==> src/rtl/alu_seq_pkg.sv <==
// alu_seq_pkg: shared FSM state encoding, ALU flag bit indices and opcodes
// for the ALU sequencing arbiter.
package alu_seq_pkg;
  typedef enum logic [2:0] {
    IDLE    = 3'd0,
    CLR     = 3'd1,
    SEND_A  = 3'd2,
    SEND_B  = 3'd3,
    SEND_OP = 3'd4,
    WAIT    = 3'd5,
    RESP    = 3'd6
  } state_t;
  localparam int FLAG_DONE  = 0;
  localparam int FLAG_CARRY = 1;
  localparam int FLAG_ZERO  = 2;
  localparam int FLAG_SIGN  = 3;
  localparam logic [3:0] ADD  = 4'd0;
  localparam logic [3:0] SUB  = 4'd1;
  localparam logic [3:0] AND  = 4'd2;
  localparam logic [3:0] OR   = 4'd3;
  localparam logic [3:0] NOT  = 4'd4;
  localparam logic [3:0] NAND = 4'd5;
  localparam logic [3:0] NOR  = 4'd6;
endpackage

==> src/rtl/rr_arbiter.sv <==
// rr_arbiter: combinational round-robin pick of the first request at or after rr_ptr+1;
// the pointer itself lives in the parent.
module rr_arbiter
  import alu_seq_pkg::*;
#(
  parameter int NREQ = 2,
  parameter int IDW  = 1
) (
  input  logic [NREQ-1:0] req,
  input  logic [IDW-1:0]  rr_ptr,
  output logic [NREQ-1:0] grant,
  output logic [IDW-1:0]  id
);
  // Scanning farthest-to-nearest lets the nearest set bit win the last assignment.
  always_comb begin
    grant = '0;
    id = '0;
    for (int p = 0; p < NREQ; p++)
      if (int'(rr_ptr) == p)
        for (int k = NREQ; k >= 1; k--)
          if (req[(p + k) % NREQ]) begin
            grant = '0;
            grant[(p + k) % NREQ] = 1'b1;
            id = IDW'((p + k) % NREQ);
          end
  end
endmodule

==> src/rtl/alu_seq_arbiter.sv <==
// alu_seq_arbiter: shares one nibble-serial ALU between NREQ requesters, round-robin.
// Optional ALU_SEQ_TIMEOUT_EN aborts a WAIT that never sees done after TIMEOUT cycles.
module alu_seq_arbiter
  import alu_seq_pkg::*;
#(
  parameter int NREQ    = 2,
  parameter int IDW     = 1,
  parameter int TIMEOUT = 15
) (
  input  logic              clk,
  input  logic              reset,
  input  logic [NREQ-1:0]   req,
  input  logic [4*NREQ-1:0] req_a,
  input  logic [4*NREQ-1:0] req_b,
  input  logic [4*NREQ-1:0] req_op,
  output logic [NREQ-1:0]   gnt,
  output logic              resp_valid,
  output logic [IDW-1:0]    resp_id,
  output logic [3:0]        resp_result,
  output logic [3:0]        resp_flags,
  output logic              resp_err,
  output logic              alu_reset,
  output logic [3:0]        alu_data,
  input  logic [3:0]        alu_result,
  input  logic [3:0]        alu_flags
);
  state_t state;
  logic [IDW-1:0] rr_ptr, id_q, win_id;
  logic [NREQ-1:0] win;
  logic [3:0] a_q, b_q, op_q, a_sel, b_sel, op_sel;
  if (NREQ < 2 || NREQ > 4 || IDW != ((NREQ > 2) ? 2 : 1) || TIMEOUT < 1 || TIMEOUT > 15) begin : g_bad_cfg
    $error("alu_seq_arbiter: unsupported NREQ/IDW/TIMEOUT combination");
  end
  rr_arbiter #(.NREQ(NREQ), .IDW(IDW)) u_rr (
    .req(req),
    .rr_ptr(rr_ptr),
    .grant(win),
    .id(win_id)
  );
  always_comb begin
    a_sel = '0;
    b_sel = '0;
    op_sel = '0;
    for (int i = 0; i < NREQ; i++)
      if (win[i]) begin
        a_sel = req_a[4*i +: 4];
        b_sel = req_b[4*i +: 4];
        op_sel = req_op[4*i +: 4];
      end
  end
`ifdef ALU_SEQ_TIMEOUT_EN
  logic [3:0] wait_cnt;
`else
  assign resp_err = 1'b0;
`endif
  // Every output is assigned on the transition into the state it belongs to.
  always_ff @(posedge clk or posedge reset) begin
    if (reset) begin
      state <= IDLE;
      rr_ptr <= '0;
      id_q <= '0;
      a_q <= '0;
      b_q <= '0;
      op_q <= '0;
      gnt <= '0;
      resp_valid <= 1'b0;
      resp_id <= '0;
      resp_result <= '0;
      resp_flags <= '0;
      alu_reset <= 1'b1;
      alu_data <= '0;
`ifdef ALU_SEQ_TIMEOUT_EN
      resp_err <= 1'b0;
      wait_cnt <= '0;
`endif
    end else begin
      gnt <= '0;
      resp_valid <= 1'b0;
      case (state)
        IDLE: begin
          alu_reset <= 1'b1;
          if (|req) begin
            gnt <= win;
            id_q <= win_id;
            a_q <= a_sel;
            b_q <= b_sel;
            op_q <= op_sel;
            state <= CLR;
          end
        end
        CLR: begin
          alu_reset <= 1'b0;
          alu_data <= a_q;
          state <= SEND_A;
        end
        SEND_A: begin
          alu_data <= b_q;
          state <= SEND_B;
        end
        SEND_B: begin
          alu_data <= op_q;
          state <= SEND_OP;
        end
        SEND_OP: begin
`ifdef ALU_SEQ_TIMEOUT_EN
          wait_cnt <= '0;
`endif
          state <= WAIT;
        end
        WAIT: begin
          if (alu_flags[FLAG_DONE]) begin
            resp_valid <= 1'b1;
            resp_id <= id_q;
            resp_result <= alu_result;
            resp_flags <= alu_flags;
            alu_reset <= 1'b1;
            state <= RESP;
`ifdef ALU_SEQ_TIMEOUT_EN
            resp_err <= 1'b0;
          end else if (wait_cnt == 4'(TIMEOUT)) begin
            resp_valid <= 1'b1;
            resp_id <= id_q;
            resp_result <= '0;
            resp_flags <= '0;
            resp_err <= 1'b1;
            alu_reset <= 1'b1;
            state <= RESP;
          end else begin
            wait_cnt <= wait_cnt + 4'd1;
`endif
          end
        end
        RESP: begin
          rr_ptr <= id_q;
          alu_reset <= 1'b1;
          state <= IDLE;
        end
        default: begin
          alu_reset <= 1'b1;
          state <= IDLE;
        end
      endcase
    end
  end
endmodule
==> config.mk <==
export PLATFORM = sky130hd
export DESIGN_NAME = alu_seq_arbiter
export DESIGN_NICKNAME = d
export VERILOG_FILES = /design/src/rtl/alu_seq_pkg.sv /design/src/rtl/rr_arbiter.sv /design/src/rtl/alu_seq_arbiter.sv
export SDC_FILE = /design/constraint.sdc
export NUM_CORES = 1
export LEC_CHECK = 0
export CAP_MARGIN = 5
export CORE_MARGIN = 2
export CORE_UTILIZATION = 49
export DETAILED_ROUTE_END_ITERATION = 8
export PLACE_DENSITY = 0.85
export SLEW_MARGIN = 40
export SYNTH_ARGS = -nofsm -noshare
export SYNTH_HDL_FRONTEND = slang
export SYNTH_SLANG_ARGS = --single-unit
==> constraint.sdc <==
create_clock -name clk -period 2.45 [get_ports clk]
set_clock_uncertainty 0.15 [all_clocks]
set_input_delay 0.3675 -clock clk [delete_from_list [all_inputs] [get_ports clk]]
set_output_delay 0.3675 -clock clk [all_outputs]
set_load 0.03 [all_outputs]
==> results by group <==
Floorplanning
  • Initial Util: between 50% and 60%
  • IO Count: 54
  • Row cnt: 20
  • Die Ht: 61.75 µm
  • Die width: between 60 and 70 µm
  • DIE AREA: 3812 µm²
  • Total core area: 3103 µm²

Cells and area
  • Fin area: about 2200 µm²
  • Seq. cell area: about 850 µm²
  • # diodes: 0
  • Fillers: ~250
  • Layout area overhead: 37.60%
  • Share of layout cells above drive strength 1: 19.34%
  • Nets: 216
  • Most frequent cells in the layout: 52 x clkdlybuf4s50_1, 33 x dfrtp_1, 12 x a32o_1, 10 x mux2_2, 9 x mux2_4
  • Multi-input gate area: between 600 and 700 µm²
  • Most common cell after layout, fill and taps aside: clkdlybuf4s50_1

Critical path
  • Crit path max fanout: 2
  • Bufs and invs on worst path: 1
  • Crit-path cells: clkdlybuf4s50_1
  • WP data arrival: around 1.6 ns
  • Startpoint class of the critical path: register
  • WS Path Type: reg -> out
  • Kind of end point of the critical path: output port
  • Slowest stage delay, CP: 0.66 ns
  • CP Data Required Time: 1.93 ns
  • CP max-delay cell: clkdlybuf4s50_1
  • Crit path max-delay family: buffers and inverters

Logic synthesis
  • Syn_area_per_cell: between 10 and 15 µm²
  • Register area share after synthesis: around 52%
  • Yosys warning count: 0
  • Synth Register Bits: 34
  • Yosys cell types: 34
  • Syn_nets: around 160
  • Cell Area, Synth: 1634 µm²
  • Post-Synthesis Cells: 128

Place
  • Port bufs: 52
  • GPL Wtd Cong: ~0.76
  • Post-DP Area: about 2200 µm²
  • Placement Setup Slack: between 0.15 and 0.2 ns
  • DP HPWL: approximately 2.6 mm

CTS
  • Skew-Pair Late Insertion Delay: 0.35 ns
  • Post-CTS setup buffer count: 0
  • TritonCTS clock tree: yes
  • CTS max path bufs: 2
  • # resized after CTS: 0
  • Clock transition at path regs: ~0.1 ns
  • Root Buffer: clkbuf_4
  • CTS Buf Count: 5
  • CTS sink cnt: 34
  • H-Tree Depth: 2
  • # hold bufs at CTS: 0

GRT
  • Largest net degree at the start of global routing: 35
  • Initial antenna violation count: 0
  • GRT Total Usage: ~20%
  • First-pass GRT wire length: between 5 and 6 mm
  • GRT overflow: 0
  • Number of global-route vias before repair: 1209

Hold path
  • Min-delay worst type: in -> async

Detailed routing
  • Via density per instance: 5.396
  • Number of nets with antenna violations after routing: 0
  • DR WL/cell: 15.24 µm
  • Initial DRC count: 14
  • Routed wire length: about 3.4 mm
  • Drt pass-1 iters: 4
  • Via count: 1214
  • DRC violations left: 0

STA
  • Final setup viols: 0
  • Worst-Margin Slew: around 0.59 ns
  • Fin crit period: 2.068 ns
  • Total negative setup slack: 0 ns
  • Final Hold Vio Count: 0
  • Slew HR: ~60%
  • Tcrit/Tclk final: between 80% and 90%
  • Setup WS post-layout: around 0.38 ns
  • RSZ-0062 raised after global routing: no
  • Slew Limit Fails: 0
  • Highest clock rate: just under 500 MHz

Pwr
  • Total power: around 2800 µW
  • Leak: roughly 0.00097 µW
  • Peak supply drop: 0.8128 mV
  • PD cells: around 1200 nW/µm²

Job
  • Max-Cap Viols: 0

Run status
  • Status: finished, final reports clean
[sequential cells by signal, indices dropped and copies added (netlist names), 2 cells and up]
signal and count:
a_q 4, alu_data 4, b_q 4, gnt 2
op_q 4, resp_flags 4, resp_result 4, state 3
[power by group]
part | leakage [µW] | internal [µW] | total, µW | switching (µW)
combinational | 0.000505 | 718 | 1380 | 666
clock | 0.0000446 | 196 | 381 | 185
sequential | 0.000418 | 823 | 1000 | 182
total | 0.000968 | 1740 | 2770 | 1030
[layout make-up]
class	count	share of cell area [%]
Multi-Input combinational cell	78	30.83
Inverter	5	0.8347
Sequential cell	34	37.90
Tap cell	44	2.449
Timing Repair Buffer	56	24.49
Clock buffer	8	3.506
[Yosys cell counts, drive strengths merged]
cell / count / area, µm²
mux2i: 5 / 50.05
nand4b: 1 / 8.760
o32a: 1 / 10.01
nor3b: 4 / 30.03
nand3: 1 / 5.000
clkbuf: 3 / 11.26
buf: 8 / 62.56
o22ai: 1 / 6.260
nor3: 1 / 5.000
xnor2: 1 / 8.760
or3: 1 / 11.26
dfstp: 1 / 26.28
nor2: 5 / 35.03
conb: 1 / 3.750
dfrtp: 33 / 825.8
nand3b: 1 / 7.510
o21bai: 1 / 7.510
nand2b: 2 / 12.51
nand2: 5 / 18.77
a21boi: 1 / 7.510
inv: 5 / 18.77
a21oi: 5 / 25.02
a32o: 12 / 120.1
and2b: 1 / 7.510
o21ai: 4 / 20.02
and3: 1 / 6.260
o22a: 4 / 35.03
mux2: 19 / 247.7
[metal layers]
layer	track usage [%]	up-vias	share of wire (%)
met5	0	-	0
met4	7.903	0	2.2
met3	6.211	9	7.0
met2	36.24	50	49
met1	22.27	578	41
li1	-	577	-
[path summary, 6_finish.rpt]
| kind | startpoint | end | slack (ns) | cells after the start |
|---|---|---|---|---|
| max | alu_reset | alu_reset | 0.38 | 1 |
| min | reset | rr_ptr | 0.26 | 3 |
| max reg2reg | state[2] | b_q[3] | 0.52 | 3 |
| min reg2reg | resp_flags[0] | resp_flags[0] | 0.33 | 1 |
| max in group asynchronous | reset | alu_reset | 1.57 | 3 |
| min in group clk | resp_flags[0] | resp_flags[0] | 0.33 | 1 |
[kinds of logic (layout without fill, tap and decap cells)]
family / after synthesis / after routing / share of synthesized area, %
compound gates: 29 / 29 / 14.17
xor+xnor: 1 / 1 / 0.5361
buf+inv: 16 / 69 / 5.666
flops: 34 / 34 / 52.14
mux: 24 / 24 / 18.22
other cells: 1 / 1 / 0.2295
simple gates: 23 / 23 / 9.035
[stage by stage]
stage / utilization [%] / hold slack (ns) / std cells
2_1_floorplan: - / 0.3112 / 128
3_3_place_gp: 69.80 / 0.3031 / 217
3_5_place_dp: 69.80 / 0.3108 / 217
4_1_cts: 72.34 / 0.2777 / 225
5_1_grt: 72.46 / 0.3158 / 225
6_report: 72.46 / 0.2573 / 225
Power figures use the tool's default switching activity.
